**config.mk**
```make
export PLATFORM = sky130hd
export DESIGN_NAME = fpu_ret_collect
export DESIGN_NICKNAME = d
export VERILOG_FILES = /design/src/rtl/fpu_ret_collect.sv
export SDC_FILE = /design/constraint.sdc
export NUM_CORES = 1
export LEC_CHECK = 0
export CORE_MARGIN = 3
export CORE_UTILIZATION = 50
export CTS_CLUSTER_SIZE = 12
export DETAILED_ROUTE_END_ITERATION = 10
export PLACE_DENSITY = 0.81
export SLEW_MARGIN = 10
export SYNTH_ARGS = -nofsm -noshare
export SYNTH_HDL_FRONTEND = slang
export SYNTH_SLANG_ARGS = --single-unit
```
**constraint.sdc**
```tcl
create_clock -name clk -period 6.2 [get_ports clk]
set_clock_uncertainty 0.2 [all_clocks]
set_input_delay 1.24 -clock clk [delete_from_list [all_inputs] [get_ports clk]]
set_output_delay 1.24 -clock clk [all_outputs]
set_load 0.005 [all_outputs]
```
**src/rtl/fpu_ret_collect.sv**
```systemverilog
// Retire-word collector: merges up to three FPU lane retire words per cycle into one
// in-order FIFO, drains it over valid/ready, and tracks sticky IEEE flags and overflow.
module fpu_ret_collect #(
    parameter int unsigned DEPTH    = 8,
    parameter int unsigned PTR_W    = 3,
    parameter int unsigned HOLD_THR = 3
) (
    input  logic        clk,
    input  logic        rst,
    input  logic [13:0] u1_ret,
    input  logic        u1_ret_en,
    input  logic [13:0] u3_ret,
    input  logic        u3_ret_en,
    input  logic [13:0] u5_ret,
    input  logic        u5_ret_en,
    output logic [13:0] out_ret,
    output logic [1:0]  out_lane,
    output logic        out_vld,
    input  logic        out_rdy,
    output logic        issue_hold,
    input  logic        flags_clr,
    output logic [4:0]  flags_sticky,
    output logic        ovf
);

    localparam int unsigned CNT_W  = PTR_W + 1;
    localparam int unsigned WORD_W = 14;
    localparam int unsigned FLAG_W = 5;
    localparam int unsigned LANES  = 3;

    typedef struct packed {
        logic [1:0]        lane;
        logic [WORD_W-1:0] word;
    } entry_t;

    entry_t            mem_q [DEPTH];
    logic [PTR_W-1:0]  wr_q, wr_d;
    logic [PTR_W-1:0]  rd_q, rd_d;
    logic [CNT_W-1:0]  count_q, count_d;
    logic              hold_q, hold_d;
    logic [FLAG_W-1:0] flags_q, flags_d;
    logic              ovf_q, ovf_d;

    logic [WORD_W-1:0] lane_word [LANES];
    logic [LANES-1:0]  lane_en;
    logic [LANES-1:0]  we_c;
    logic [PTR_W-1:0]  waddr_c [LANES];
    entry_t            wdata_c [LANES];
    logic [CNT_W-1:0]  free_c;
    logic [CNT_W-1:0]  acc_c;
    logic [FLAG_W-1:0] acc_flags_c;
    logic              drop_c;
    logic              pop_c;

    assign lane_word[0] = u1_ret;
    assign lane_word[1] = u3_ret;
    assign lane_word[2] = u5_ret;
    assign lane_en      = {u5_ret_en, u3_ret_en, u1_ret_en};

    // Compact valid lanes in order u1,u3,u5 into free slots; space freed by a pop is not reusable this cycle
    always_comb begin
        free_c      = CNT_W'(DEPTH) - count_q;
        acc_c       = '0;
        acc_flags_c = '0;
        drop_c      = 1'b0;
        for (int l = 0; l < LANES; l++) begin
            we_c[l]    = 1'b0;
            waddr_c[l] = '0;
            wdata_c[l] = '0;
            if (lane_en[l]) begin
                if (acc_c < free_c) begin
                    we_c[l]         = 1'b1;
                    waddr_c[l]      = wr_q + PTR_W'(acc_c);
                    wdata_c[l].lane = 2'(l);
                    wdata_c[l].word = lane_word[l];
                    acc_flags_c     = acc_flags_c | lane_word[l][FLAG_W-1:0];
                    acc_c           = acc_c + CNT_W'(1);
                end else begin
                    drop_c = 1'b1;
                end
            end
        end
    end

    assign out_vld  = (count_q != '0);
    assign pop_c    = out_vld & out_rdy;
    assign out_ret  = out_vld ? mem_q[rd_q].word : '0;
    assign out_lane = out_vld ? mem_q[rd_q].lane : '0;

    // Next-state for pointers, occupancy, credit hold and sticky status
    always_comb begin
        wr_d    = wr_q + PTR_W'(acc_c);
        rd_d    = rd_q + PTR_W'(pop_c);
        count_d = count_q + acc_c - CNT_W'(pop_c);
        hold_d  = (CNT_W'(DEPTH) - count_d) < CNT_W'(HOLD_THR);
        flags_d = (flags_clr ? '0 : flags_q) | acc_flags_c;
        ovf_d   = ovf_q | drop_c;
    end

    always_ff @(posedge clk or negedge rst) begin
        if (!rst) begin
            wr_q    <= '0;
            rd_q    <= '0;
            count_q <= '0;
            hold_q  <= 1'b0;
            flags_q <= '0;
            ovf_q   <= 1'b0;
        end else begin
            wr_q    <= wr_d;
            rd_q    <= rd_d;
            count_q <= count_d;
            hold_q  <= hold_d;
            flags_q <= flags_d;
            ovf_q   <= ovf_d;
        end
    end

    // Storage is intentionally unreset; the read side is gated by out_vld
    always_ff @(posedge clk) begin
        for (int k = 0; k < LANES; k++) begin
            if (we_c[k]) begin
                mem_q[waddr_c[k]] <= wdata_c[k];
            end
        end
    end

    assign issue_hold   = hold_q;
    assign flags_sticky = flags_q;
    assign ovf          = ovf_q;

endmodule

```
# Yosys cells after proc, flatten, opt, wreduce, memory -nomap -nowiden
# Memories as Yosys holds them, arrays and structs flattened.
# Index checks and enable logic that the tools add are counted.
# classes
magnitude_cmp	4
reduce_logical	1
multipliers	0
bitwise	5
shifts	0
mux	45
n_addsub	10
n_div	0
n_eq_ne	0
# op_table
op	count
$mux W14	3
$mux W5	7
$mux W16	2
$mux W15	2
$mux W1	20
$mux W3	6
$mux W4	4
$or A5 B5 Y5	3
$add A3 B3 Y3	3
$add A4 B1 Y4 const B	2
$lt A4 B4 Y1	2
$sub A4 B4 Y4 const A	2
$add A4 B4 Y4	1
$lt A1 B4 Y1 const A	1
$lt A4 B2 Y1 const B	1
$reduce_bool A4 Y1	1
$sub A4 B1 Y4	1
$add A3 B1 Y3	1
$mux W2	1
$and A1 B1 Y1	1
$or A1 B1 Y1	1
# word_totals
rom_bits	0
regBits	17
latch_bits	0
mem_count	1
in_bits	49
output_inout_bits	24
mem_bits_rw	128
# memory_table
memory	words	word_bits	read_ports	rd_clocked_by_memory_dff	write_ports	line_no	rtl
mem_q	8	16	1	0	3	36	entry_t mem_q [DEPTH];

# Logic depth before layout (Yosys ltp)
# depth
depth_word	14
mapped_depth	23

# Worst setup path after synthesis
# No wires, ideal clock.
# synth_path
path_kind	input -> register
start	in u1_ret_en
end	reg hold_q (netlist: issue_hold)
stages	19
required_time_ns	5.921
setup_ns	0.079
setup_slack_ns	0.835
arrival_time_ns	5.085
path_cell_list	a21boi_1 > buf_2 > ha_1 > and2_1 > ha_1 > or2_2 > a21o_1 > o41ai_4 > buf_2 > buf_4 > xor2_1 > inv_1 > ha_1 > inv_1 > ha_1 > fa_1 > xor2_1 > or3_1 > mux2i_1
# synth_between
elab_chain_len	11
elab_cells_between_ends	13
classes_between	add/sub: 5; order compare: 3; mux: 5
# synth_lines
item	line_no	rtl
from (decl)	11	input logic u1_ret_en,
$mux W1 *	70	if (lane_en[l]) begin
$add A4 B1 Y4 / $lt A4 B4 Y1 (equally long branches)	77, 71	
$mux W4	71	if (acc_c < free_c) begin
$mux W4 *	70	
$add A4 B1 Y4 / $lt A4 B4 Y1 (equally long branches)	77, 71	
$mux W4	71	
$mux W4 *	70	
$add A4 B4 Y4 *	94	count_d = count_q + acc_c - CNT_W'(pop_c);
$sub A4 B1 Y4 *	94	
via count_d[2]	39	logic [CNT_W-1:0] count_q, count_d;
$sub A4 B4 Y4 *	95	hold_d = (CNT_W'(DEPTH) - count_d) < CNT_W'(HOLD_THR);
$lt A4 B2 Y1 *	95	
via hold_d	40	logic hold_q, hold_d;
to (signal assigned)	112	hold_q <= hold_d;
to (decl)	40	
# The timed path passes the listed nets; every way through them passes the cells marked *.

# Worst setup path after layout
# layout_path
start	reg count_q[0]
end	reg hold_q (netlist: issue_hold)
# layout_between
elab_chain_len	14
elab_cells_between_ends	18
classes_between	add/sub: 6; order compare: 4; mux: 6; bitwise: 1; reduce/logical: 1
# layout_lines
item	line_no	rtl
from (decl)	39	
from (signal assigned)	111	count_q <= count_d;
$sub A4 B4 Y4	62	free_c = CNT_W'(DEPTH) - count_q;
$lt A1 B4 Y1	71	
$mux W1	71	
$mux W1	70	
$add A4 B1 Y4 / $lt A4 B4 Y1 (equally long branches)	77, 71	
$mux W4	71	
$mux W4	70	
$add A4 B1 Y4 / $lt A4 B4 Y1 (equally long branches)	77, 71	
$mux W4	71	
$mux W4	70	
$add A4 B4 Y4	94	
$sub A4 B1 Y4 *	94	
via count_d[2]	39	
$sub A4 B4 Y4 *	95	
$lt A4 B2 Y1 *	95	
via hold_d	40	
# Marks and branches as above.

==> results.cfg <==
[status]
status = complete, no violations

[clock_tree]
clk_pin_slew_ns = 0.06
clock-sinks = 145
cts-root-buf = clkbuf_16
post-cts-setup-buffers = 0
htree_levels = 4
cts_tree = yes
cts_buffers = 17
ctsHoldBuffers = 0
clock_latency_ns = 0.43
cts-resized-gates = 0
clk_path_buf_depth = 2

[critical_path]
crit_buf_inv = 3
worstSetupStartpointType = flop
required_ns = 6.35
slowest_stage = o32ai_4
worst_setup_path_end_kind = flop
crit_type = reg2reg
slowest_delay_ns = 0.51
path_cells = inv_1, ha_1, nand2b_1, o32ai_4, a21boi_2, ha_1, and2_1, ha_1, or2_2, a21o_1, o41ai_4, buf_4, nand2_1, o21a_1, ha_1, inv_1, fa_1, xor2_1, or3_1, mux2i_1
cp_common_cell = ha_1
critPathTopFamily = adder cells
worstPathArrival_ns = 5.42
cp_max_fo = 26

[worst_hold_path]
min_path_type = reg2reg

[timing]
timing.final.ws_setup_ns = 0.926
fmax_mhz = 190
setup_viol = 0
rsz0062_at_grt = false
hold_viol = 0
fin_tns_setup_ns = 0
min_period_ns = 5.27
timing.final.crit_share_pct = 85.1
slew_headroom_pct = 13.5
worst_pin_slew_ns = 1.30
whs_ns = 0.278
slew_viol_final = 0

[logic_synthesis]
synth-edff-count = 120
synth.area.top_cells = edfxtp_1 (39%), mux2i_1 (16%), mux2_2 (11%), mux4_2 (7.9%), dfrtp_1 (4.6%)
synth_area_per_cell_sq_um = 13.2
synthesis.area_sq_um = 9150
synth-seq-area-share_pct = 45.8
yosys.area.top_type = edfxtp_1
synthArstFlopShare_pct = 11.7
ys_types = 48
synth_top_area_share_pct = 39.4
syn-num-nets = 763
ys_warn_count = 0
synth-main-ff-cell = edfxtp_1
synth_cells = 694
synth.ff_latch_count = 145

[floorplan]
dieArea_sq_um = 20000
core.rowCount = 48
initial_utilization_pct = 52.0
die_h_um = 141
core_area_sq_um = 17600
die_x_um = 141
ioPinCount = 73

[routing]
ant_nets = 0
drt_iter0_markers = 560
via_per_inst = 6.32
avgRoutedWirePerCell_um = 24.9
drt-total-wl_um = 24600
dr.pass1.iters = 5
drc_errors = 0
vias = 6249

[final_layout]
fin_util_pct = 60.1
diodes = 0
drive_gt1_share_pct = 24.6
instances_no_fill = 989
nets = 820
area_growth_pct = 15.6

[place]
placed_cells = 957
dp_hpwl_um = 15500
io_buffers = 72
place_congestion = 0.848
pre_cts_ws_ns = 0.572

[global_routing]
grt_max_degree = 34
grt_pass1_wl_um = 38000
grt_pass1_vias = 6593
grt_use_total_pct = 25.2
grt.overflow.total = 0
antenna_found_initial = 0

[pwr]
ir_drop_uv = 329
power_density_nw_per_um2 = 609
p_leak_nw = 4.07

[run]
cap_violations = 0
-- layout make-up --
type | count | area [sq um]
fillers | 1329 | 7020
multi-input cells | 463 | 4550
flip-flops and latches | 145 | 4190
repair buffers | 94 | 886
clock buffers | 24 | 503
well taps | 225 | 282
inverters | 30 | 113
clock inverters | 8 | 52.6
-- worst min-delay path, delay by kind of cell, from the launching register on --
kind / cells / cell delay [ns]
DFF: 1 / 0.30
AOI/OAI and AO/OA: 2 / 0.12
-- state kept, by name (all words and copies together), names as in the netlist --
| name | count |
|---|---|
| issue_hold | 1 |
| mem_q | 128 |
| ovf | 1 |
| count_q | 4 |
| flags_sticky | 5 |
| wr_q | 3 |
| rd_q | 3 |
-- report_power, final --
group	leakage [nW]	internal, W	switching [W]
clock network	0.279	0.000566	0.000405
logic	2.39	0.00155	0.00177
registers	1.40	0.00183	0.000329
-- routing by layer --
metal	share of wire (%)	GRT usage, %	wire [um]
met5	0	0	0
met4	3.2	9.79	790
met3	8.7	4.82	2140
met2	49	42.1	12200
met1	39	32.8	9520
-- cells in the mapped netlist (all sizes together) (2+ instances only) --
cell	number
a21o	2
a21oi	9
and2	11
and4	4
and4b	6
buf	32
clkbuf	24
dfrtp	17
dfxtp	8
edfxtp	120
fa	3
ha	17
inv	30
mux2	92
mux2i	150
mux4	32
nand2	44
nand2b	4
nand3	3
nand3b	2
nor2	25
nor2b	6
nor3	8
o211ai	2
o21a	5
o21ai	6
o31ai	2
or2	3
or3	4
or3b	2
xnor2	4
xor2	7
-- placed cells by master (no fill, tap or decap), types with 5 or more instances in the layout --
cell             instances
dfrtp_1                 15
clkdlybuf4s50_1         72
ha_1                    17
and4b_1                  6
nor3_1                   8
a21oi_1                  8
clkbuf_16               18
dfxtp_1                  8
o21ai_0                  6
mux4_2                  32
nor2_1                  24
buf_4                   22
xor2_1                   7
mux2_2                  90
o21a_1                   5
edfxtp_1               120
nor2b_1                  6
and2_1                   8
nand2_1                 44
mux2i_1                150
inv_1                   30
-- final timing paths --
kind,from,endpoint,slack [ns],cells past startpoint
min in group asynchronous,rst,flags_sticky[0],1.10,1
worst max-delay path,count_q[0],issue_hold,0.93,20
worst min register to register,mem_q[6][14],mem_q[6][14],0.28,2
max in group asynchronous,rst,rd_q[1],4.10,1
worst max register to register,count_q[0],issue_hold,0.93,20
worst min-delay path,mem_q[6][14],mem_q[6][14],0.28,2
-- kinds of logic (layout without fill, tap and decap cells) --
group | Yosys count | after routing | share of synthesized area, %
compound gates | 32 | 32 | 2.83
xor+xnor | 11 | 11 | 1.05
fa+ha+maj | 20 | 20 | 2.98
buf+inv | 86 | 156 | 4.58
flops | 145 | 145 | 45.8
mux | 274 | 274 | 35.6
simple gates | 126 | 126 | 7.18
-- through the flow --
stage               total power, W  instance area, sq um
floorplan                  0.00428                  9150
global placement           0.00528                 10000
detailed placement         0.00543                 10000
CTS                        0.00643                 10600
global route               0.00676                 10600
finish                     0.00645                 10600
No activity file was read; power rests on OpenSTA's default activity.
